[config.mk]
export PLATFORM = sky130hd
export DESIGN_NAME = matmul_seq_flat
export DESIGN_NICKNAME = d
export VERILOG_FILES = /design/src/rtl/matmul_seq_if.sv /design/src/rtl/matmul_seq.sv /design/src/flat_wrapper.sv
export SDC_FILE = /design/constraint.sdc
export NUM_CORES = 1
export LEC_CHECK = 0
export CAP_MARGIN = 20
export CORE_ASPECT_RATIO = 1.5
export CORE_MARGIN = 5
export CORE_UTILIZATION = 45
export CTS_CLUSTER_DIAMETER = 120
export DETAILED_ROUTE_END_ITERATION = 12
export GPL_ROUTABILITY_DRIVEN = 0
export PLACE_DENSITY_LB_ADDON = 0.05
export SLEW_MARGIN = 10
export SYNTH_ARGS = -nofsm -noshare
export SYNTH_HDL_FRONTEND = slang
export SYNTH_SLANG_ARGS = --single-unit
[constraint.sdc]
create_clock -name clk -period 8.5 [get_ports clk]
set_input_delay 2.55 -clock clk [delete_from_list [all_inputs] [get_ports clk]]
set_output_delay 2.55 -clock clk [all_outputs]
set_load 0.03 [all_outputs]
[src/rtl/matmul_seq_if.sv]
// matmul_seq_if: load, array and result signals of the matrix-vector sequencer
interface matmul_seq_if #(
  parameter int DATA_WIDTH = 8,
  parameter int MAC_COUNT  = 8
);
  localparam int N  = MAC_COUNT;
  localparam int AW = $clog2(N * N);
  localparam int IW = $clog2(N);
  localparam int RW = 3 * DATA_WIDTH;
  logic                           ld_valid;
  logic                           ld_sel;
  logic [AW-1:0]                  ld_addr;
  logic [DATA_WIDTH-1:0]          ld_data;
  logic                           go;
  logic                           busy;
  logic                           mm_clr;
  logic                           mm_start;
  logic                           mm_stop;
  logic [N-1:0][DATA_WIDTH-1:0]   mm_a;
  logic [DATA_WIDTH-1:0]          mm_b;
  logic [N-1:0][RW-1:0]           mm_c;
  logic                           mm_done;
  logic                           res_valid;
  logic                           res_ready;
  logic [RW-1:0]                  res_data;
  logic [IW-1:0]                  res_idx;
  logic                           res_last;
  modport slave (
    input  ld_valid, ld_sel, ld_addr, ld_data, go, mm_c, mm_done, res_ready,
    output busy, mm_clr, mm_start, mm_stop, mm_a, mm_b, res_valid, res_data, res_idx, res_last
  );
  modport master (
    output ld_valid, ld_sel, ld_addr, ld_data, go, mm_c, mm_done, res_ready,
    input  busy, mm_clr, mm_start, mm_stop, mm_a, mm_b, res_valid, res_data, res_idx, res_last
  );
endinterface

[src/rtl/matmul_seq.sv]
// matmul_seq: loads A/B, streams them skewed into the MAC array, collects and drains results
module matmul_seq #(
  parameter int DATA_WIDTH = 8,
  parameter int MAC_COUNT  = 8,
  parameter int A_OFS      = 1
) (
  input logic         clk,
  input logic         rst_n,
  matmul_seq_if.slave bus
);
  localparam int N  = MAC_COUNT;
  localparam int AW = $clog2(N * N);
  localparam int IW = $clog2(N);
  localparam int RW = 3 * DATA_WIDTH;
  localparam int L  = 2 * N - 1 + A_OFS;
  localparam int TW = $clog2(L + 1);
  typedef enum logic [2:0] {IDLE, CLR, START, STREAM, STOP, WAIT_DONE, DRAIN} state_t;
  state_t                       r_st, w_st;
  logic [TW-1:0]                r_t, w_t;
  logic [IW-1:0]                r_idx, w_idx;
  logic [DATA_WIDTH-1:0]        r_a [N*N];
  logic [DATA_WIDTH-1:0]        r_b [N];
  logic [RW-1:0]                r_buf [N];
  logic                         r_busy, r_clr, r_start, r_stop, r_valid, r_last;
  logic                         w_busy, w_clr, w_start, w_stop, w_valid, w_last;
  logic [N-1:0][DATA_WIDTH-1:0] r_mm_a, w_a;
  logic [DATA_WIDTH-1:0]        r_mm_b, w_b;
  logic [RW-1:0]                r_data, w_data;
  int                           w_k;
  always_ff @(posedge clk) begin
    if (r_st == IDLE && bus.ld_valid) begin
      if (bus.ld_sel) r_b[bus.ld_addr[IW-1:0]] <= bus.ld_data;
      else r_a[bus.ld_addr] <= bus.ld_data;
    end
    if (r_st == WAIT_DONE && bus.mm_done)
      for (int i = 0; i < N; i++) r_buf[i] <= bus.mm_c[i];
  end
  always_ff @(posedge clk or negedge rst_n) begin
    if (!rst_n) begin
      r_st    <= IDLE;
      r_t     <= '0;
      r_idx   <= '0;
      r_busy  <= 1'b0;
      r_clr   <= 1'b0;
      r_start <= 1'b0;
      r_stop  <= 1'b0;
      r_valid <= 1'b0;
      r_last  <= 1'b0;
      r_mm_a  <= '0;
      r_mm_b  <= '0;
      r_data  <= '0;
    end else begin
      r_st    <= w_st;
      r_t     <= w_t;
      r_idx   <= w_idx;
      r_busy  <= w_busy;
      r_clr   <= w_clr;
      r_start <= w_start;
      r_stop  <= w_stop;
      r_valid <= w_valid;
      r_last  <= w_last;
      r_mm_a  <= w_a;
      r_mm_b  <= w_b;
      r_data  <= w_data;
    end
  end
  always_comb begin
    w_st  = r_st;
    w_t   = '0;
    w_idx = r_idx;
    case (r_st)
      IDLE: begin
        w_idx = '0;
        if (bus.go) w_st = CLR;
      end
      CLR:   w_st = START;
      START: w_st = STREAM;
      STREAM: begin
        w_t = r_t + 1'b1;
        if (r_t == TW'(L - 1)) begin
          w_st = STOP;
          w_t  = '0;
        end
      end
      STOP: w_st = WAIT_DONE;
      WAIT_DONE: begin
        w_idx = '0;
        if (bus.mm_done) w_st = DRAIN;
      end
      DRAIN: if (bus.res_ready) begin
        w_idx = r_idx + 1'b1;
        if (r_idx == IW'(N - 1)) w_st = IDLE;
      end
      default: w_st = IDLE;
    endcase
  end
  // Outputs are computed from the next state so they can be registered without a cycle of lag.
  always_comb begin
    w_busy  = w_st != IDLE;
    w_clr   = w_st == CLR;
    w_start = w_st == START;
    w_stop  = w_st == STOP;
    w_valid = w_st == DRAIN;
    w_last  = w_valid && w_idx == IW'(N - 1);
    w_b     = (w_st == STREAM && w_t < TW'(N)) ? r_b[w_t[IW-1:0]] : '0;
    w_data  = !w_valid ? '0 : (r_st == WAIT_DONE) ? bus.mm_c[w_idx] : r_buf[w_idx];
    w_a     = '0;
    w_k     = 0;
    for (int i = 0; i < N; i++) begin
      w_k    = int'(w_t) - i - A_OFS;
      w_a[i] = (w_st == STREAM && w_k >= 0 && w_k < N) ? r_a[AW'(i * N + w_k)] : '0;
    end
  end
  assign bus.busy      = r_busy;
  assign bus.mm_clr    = r_clr;
  assign bus.mm_start  = r_start;
  assign bus.mm_stop   = r_stop;
  assign bus.mm_a      = r_mm_a;
  assign bus.mm_b      = r_mm_b;
  assign bus.res_valid = r_valid;
  assign bus.res_data  = r_data;
  assign bus.res_idx   = r_idx;
  assign bus.res_last  = r_last;
endmodule

[src/flat_wrapper.sv]
// flat-port wrapper written by rule: the top's interface ports become plain ports
module matmul_seq_flat 
#(
  parameter int DATA_WIDTH = 8,
  parameter int MAC_COUNT  = 8,
  parameter int A_OFS      = 1
)
  (clk, rst_n, bus_ld_valid, bus_ld_sel, bus_ld_addr, bus_ld_data, bus_go, bus_mm_c, bus_mm_done, bus_res_ready, bus_busy, bus_mm_clr, bus_mm_start, bus_mm_stop, bus_mm_a, bus_mm_b, bus_res_valid, bus_res_data, bus_res_idx, bus_res_last);
  matmul_seq_if #(.DATA_WIDTH(DATA_WIDTH), .MAC_COUNT(MAC_COUNT)) bus_i ();
  input logic clk;
  input logic rst_n;
  input wire logic [$bits(bus_i.ld_valid)-1:0] bus_ld_valid;
  input wire logic [$bits(bus_i.ld_sel)-1:0] bus_ld_sel;
  input wire logic [$bits(bus_i.ld_addr)-1:0] bus_ld_addr;
  input wire logic [$bits(bus_i.ld_data)-1:0] bus_ld_data;
  input wire logic [$bits(bus_i.go)-1:0] bus_go;
  input wire logic [$bits(bus_i.mm_c)-1:0] bus_mm_c;
  input wire logic [$bits(bus_i.mm_done)-1:0] bus_mm_done;
  input wire logic [$bits(bus_i.res_ready)-1:0] bus_res_ready;
  output wire logic [$bits(bus_i.busy)-1:0] bus_busy;
  output wire logic [$bits(bus_i.mm_clr)-1:0] bus_mm_clr;
  output wire logic [$bits(bus_i.mm_start)-1:0] bus_mm_start;
  output wire logic [$bits(bus_i.mm_stop)-1:0] bus_mm_stop;
  output wire logic [$bits(bus_i.mm_a)-1:0] bus_mm_a;
  output wire logic [$bits(bus_i.mm_b)-1:0] bus_mm_b;
  output wire logic [$bits(bus_i.res_valid)-1:0] bus_res_valid;
  output wire logic [$bits(bus_i.res_data)-1:0] bus_res_data;
  output wire logic [$bits(bus_i.res_idx)-1:0] bus_res_idx;
  output wire logic [$bits(bus_i.res_last)-1:0] bus_res_last;
  assign bus_i.ld_valid = bus_ld_valid;
  assign bus_i.ld_sel = bus_ld_sel;
  assign bus_i.ld_addr = bus_ld_addr;
  assign bus_i.ld_data = bus_ld_data;
  assign bus_i.go = bus_go;
  assign bus_i.mm_c = bus_mm_c;
  assign bus_i.mm_done = bus_mm_done;
  assign bus_i.res_ready = bus_res_ready;
  assign bus_busy = bus_i.busy;
  assign bus_mm_clr = bus_i.mm_clr;
  assign bus_mm_start = bus_i.mm_start;
  assign bus_mm_stop = bus_i.mm_stop;
  assign bus_mm_a = bus_i.mm_a;
  assign bus_mm_b = bus_i.mm_b;
  assign bus_res_valid = bus_i.res_valid;
  assign bus_res_data = bus_i.res_data;
  assign bus_res_idx = bus_i.res_idx;
  assign bus_res_last = bus_i.res_last;
  matmul_seq #(.DATA_WIDTH(DATA_WIDTH), .MAC_COUNT(MAC_COUNT), .A_OFS(A_OFS)) u_core (.clk(clk), .rst_n(rst_n), .bus(bus_i));
endmodule
==> impl_metrics.yaml <==
cells_and_area:
  number_of_diodes_added_for_antenna_fixing: 0
  area_growth_syn_to_layout_pct: 16.11
  drive_gt1_frac: 0.1917
  final_cells: 4375
  design_area_um2: 51920
  num-nets-final: 3247
  num-fill-cells: 7959
drt:
  drt.antenna.violating_nets: 0
  viasPerCell: 6.511
  drt_first_iter_violations: 3156
  wirelength_mm: 155.0
  route.vias.total: 28480
  total_drc_errors_in_the_routed_layout: 0
  detail_route.first_pass.iterations: 9
  route.detailed.wl_per_inst_um: 35.44
yosys:
  synthesis.nets: 2990
  mappedNetlistArea_um2: 44710
  synth_seq_cells: 881
  yosys_most_used_dff: "sky130_fd_sc_hd__edfxtp_1"
  post_synth_inst_count: 2757
  synthArstFlopShare: 0.1283
  post_synth.cell_area_avg_um2: 16.22
  ys_types: 86
  ys.warnings.count: 0
  ys_seq_area_frac: 0.5790
  synth_edf_count: 768
setup_path:
  timing.critical_path.required_ns: 9.05
  worst_setup_path_start_kind: "flop"
  worst_path_cell_trace: "buf_4, ha_1, nand4b_1, and3_1, inv_1, ha_1, a41oi_1, nor2_1, o21ai_1, and2_1, inv_6, ha_1, inv_1, nand2_1, a21oi_1, a311oi_1, o21ai_0, a31o_1"
  worst-path-max-fanout: 27
  cp_slowest_cell: "sky130_fd_sc_hd__and3_1"
  max_stage_delay_ns: 0.93
  cell_count_of_the_worst_reg_to_reg_path: 18
  worst-path-stages: 18
  critical_path.top_delay_family: "simple AND/OR/NAND/NOR gates"
  cp_num_buf_inv: 4
  cp_data_arrival_time_ns: 7.52
  path_common_cell: "sky130_fd_sc_hd__ha_1"
  criticalPathCategory: "reg2reg"
  crit_path_end_kind: "flop"
flow_run:
  cap_violations: 0
floorplan:
  floorplan.io_pins: 318
  die_h_um: 396.1
  std_cell_rows: 141
  horizontal_extent_of_the_die_um: 267.4
  initial_util: 0.4534
  fp.dieArea_um2: 105900
  core_region_area_um2: 98620
global_routing:
  wire_length_of_the_first_global_routing_pass_mm: 219.4
  number_of_global_route_vias_before_repair: 29520
  grt_antenna_before_repair: 4
  grt.overflow.total: 0
  track_usage: 0.2892
  pin_count_of_the_biggest_net_entering_global_routing: 193
clock_tree:
  cts_root_buffer: "sky130_fd_sc_hd__clkbuf_16"
  cts_max_path_buffers: 3
  worst_skew_pair.late_latency_ns: 0.69
  clock_sinks: 881
  htree_levels: 3
  cts-buffers-inserted: 86
  cts_setup_buffers: 0
  cts-hold-fix-buffers: 0
  cts.reportedPaths.clkPinSlew_ns: 0.06
  postCtsResizedCells: 0
  cts_tree: "done"
place:
  placed_cells: 4212
  port_buffers: 317
  dp_hpwl_mm: 110.4
  dpl-instance-area_um2: 49050
worst_hold_path:
  hold_class: "reg2reg"
  holdPathStages: 2
timing:
  clock_skew_ns: 0.02979
  fin_hold_ws_ns: 0.6258
  maxClockFrequency_mhz: 143.5
  hold_viol: 0
  setup_viol_count_final: 0
  finalCriticalPeriod_ns: 6.967
  worst_slew_pin_slew_ns: 1.222
  grt_setup_unrepaired: "false"
  setup-tns-final_ns: 0
  report.final.slew_viol_count: 0
  period_utilization: 0.8196
  slew-limit-headroom: 0.1855
run_status:
  run_status: "finished, final reports clean"
synth_stat cells (all sizes together), types with 8 or more instances:
cell	count	share of area
ha	20	0.0056
xnor2	22	0.0060
mux2i	513	0.11
o22ai	12	0.0017
a211oi	18	0.0030
nor2b	23	0.0032
dfrtp	113	0.063
nand2b	15	0.0021
inv	18	0.0016
and2	32	0.0045
nand3b	9	0.0018
nor3	15	0.0019
clkbuf	75	0.0063
mux4	349	0.18
nand3	28	0.0032
o21ai	48	0.0054
nor2	142	0.012
a311oi	8	0.0016
a22oi	20	0.0034
buf	123	0.016
edfxtp	768	0.52
nand2	163	0.014
o211ai	16	0.0027
nand4	9	0.0014
a31oi	11	0.0015
a21oi	69	0.0077
and3	18	0.0025
layer usage:
layer / track usage / vias up / part of all wire
met3: 0.06363 / 423 / 0.084
met2: 0.4823 / 1637 / 0.49
met1: 0.3344 / 14760 / 0.34
met4: 0.1918 / 2 / 0.084
met5: 0 / - / 0.000084
li1: - / 11660 / -
worst register-to-register path, stage by stage, from the launching register on:
cell	delay (ns)
sky130_fd_sc_hd__dfrtp_1	0.36
sky130_fd_sc_hd__buf_4	0.26
sky130_fd_sc_hd__ha_1	0.42
sky130_fd_sc_hd__nand4b_1	0.31
sky130_fd_sc_hd__and3_1	0.93
sky130_fd_sc_hd__inv_1	0.39
sky130_fd_sc_hd__ha_1	0.34
sky130_fd_sc_hd__a41oi_1	0.52
sky130_fd_sc_hd__nor2_1	0.16
sky130_fd_sc_hd__o21ai_1	0.34
sky130_fd_sc_hd__and2_1	0.59
sky130_fd_sc_hd__inv_6	0.19
sky130_fd_sc_hd__ha_1	0.90
sky130_fd_sc_hd__inv_1	0.33
sky130_fd_sc_hd__nand2_1	0.12
sky130_fd_sc_hd__a21oi_1	0.05
sky130_fd_sc_hd__a311oi_1	0.29
sky130_fd_sc_hd__o21ai_0	0.14
sky130_fd_sc_hd__a31o_1	0.23
registers in the layout (all words and copies together) (netlist names), 5 cells and up:
name	flops
u_core.r_t	5
u_core.r_b	64
u_core.bus.res_data	24
u_core.bus.mm_a	64
u_core.r_buf	192
u_core.r_a	512
u_core.bus.mm_b	8
stage by stage:
| step | setup WS, ns | util |
|---|---|---|
| final | 1.533 | 0.5264 |
| after global routing | 1.282 | 0.5264 |
| after floorplan | 0.9342 | - |
| after CTS | 1.769 | 0.5262 |
| after global placement | 2.032 | 0.4972 |
| after detailed placement | 1.839 | 0.4973 |
cell usage in the layout (no fill, tap or decap), drive strengths merged, types with 9 or more instances in the layout:
| master | count |
|---|---|
| a22oi | 20 |
| nor2 | 142 |
| o21ai | 48 |
| nand2b | 15 |
| a211oi | 18 |
| and3 | 18 |
| and2 | 32 |
| a21oi | 69 |
| clkdlybuf4s50 | 308 |
| nand3b | 9 |
| o211ai | 16 |
| clkbuf | 114 |
| nand3 | 28 |
| xnor2 | 22 |
| clkinv | 32 |
| inv | 23 |
| nand4 | 9 |
| nor3 | 15 |
| a31oi | 11 |
| ha | 20 |
| buf | 59 |
| nand2 | 163 |
| nor2b | 23 |
| mux4 | 349 |
| o22ai | 12 |
| dfrtp | 113 |
| edfxtp | 768 |
| mux2i | 513 |
logic make-up after synthesis:
logic type               Yosys count  synth area share
adder cells (fa/ha/maj)           20          0.005597
AND/OR/NAND/NOR                  487           0.05303
buffers and inverters            217           0.02379
XOR/XNOR                          30          0.008031
AO/OA/AOI/OAI                    256           0.03890
multiplexers                     866            0.2916
flip-flops                       881            0.5790
path summary, 6_finish.rpt:
path                       slack [ns]                       start                            end
min                              0.63  u_core.r_b[0][2]$_DFFE_PP_   u_core.bus.mm_b[2]$_DFF_PN0_
max in group asynchronous        5.19                       rst_n  u_core.bus.mm_a[15]$_DFF_PN0_
min in group asynchronous        1.86                       rst_n  u_core.bus.mm_a[39]$_DFF_PN0_
min reg2reg                      0.63  u_core.r_b[0][2]$_DFFE_PP_   u_core.bus.mm_b[2]$_DFF_PN0_
max reg2reg                      1.53     u_core.r_t[0]$_DFF_PN0_  u_core.bus.mm_a[46]$_DFF_PN0_
max                              1.53     u_core.r_t[0]$_DFF_PN0_  u_core.bus.mm_a[46]$_DFF_PN0_
final cells by class:
type | count | area [µm²] | area share
well taps | 1287 | 1610 | 0.03102
clock inverters | 48 | 491.7 | 0.009471
flip-flops and latches | 881 | 25890 | 0.4987
clock buffers | 114 | 2359 | 0.04543
repair buffers | 367 | 3597 | 0.06929
inverters | 19 | 83.83 | 0.001615
multi-input cells | 1659 | 17880 | 0.3445
Power is left out: the tool's default activity adds up to more than one toggle a clock period on the data nets, which glitch-free logic cannot reach.
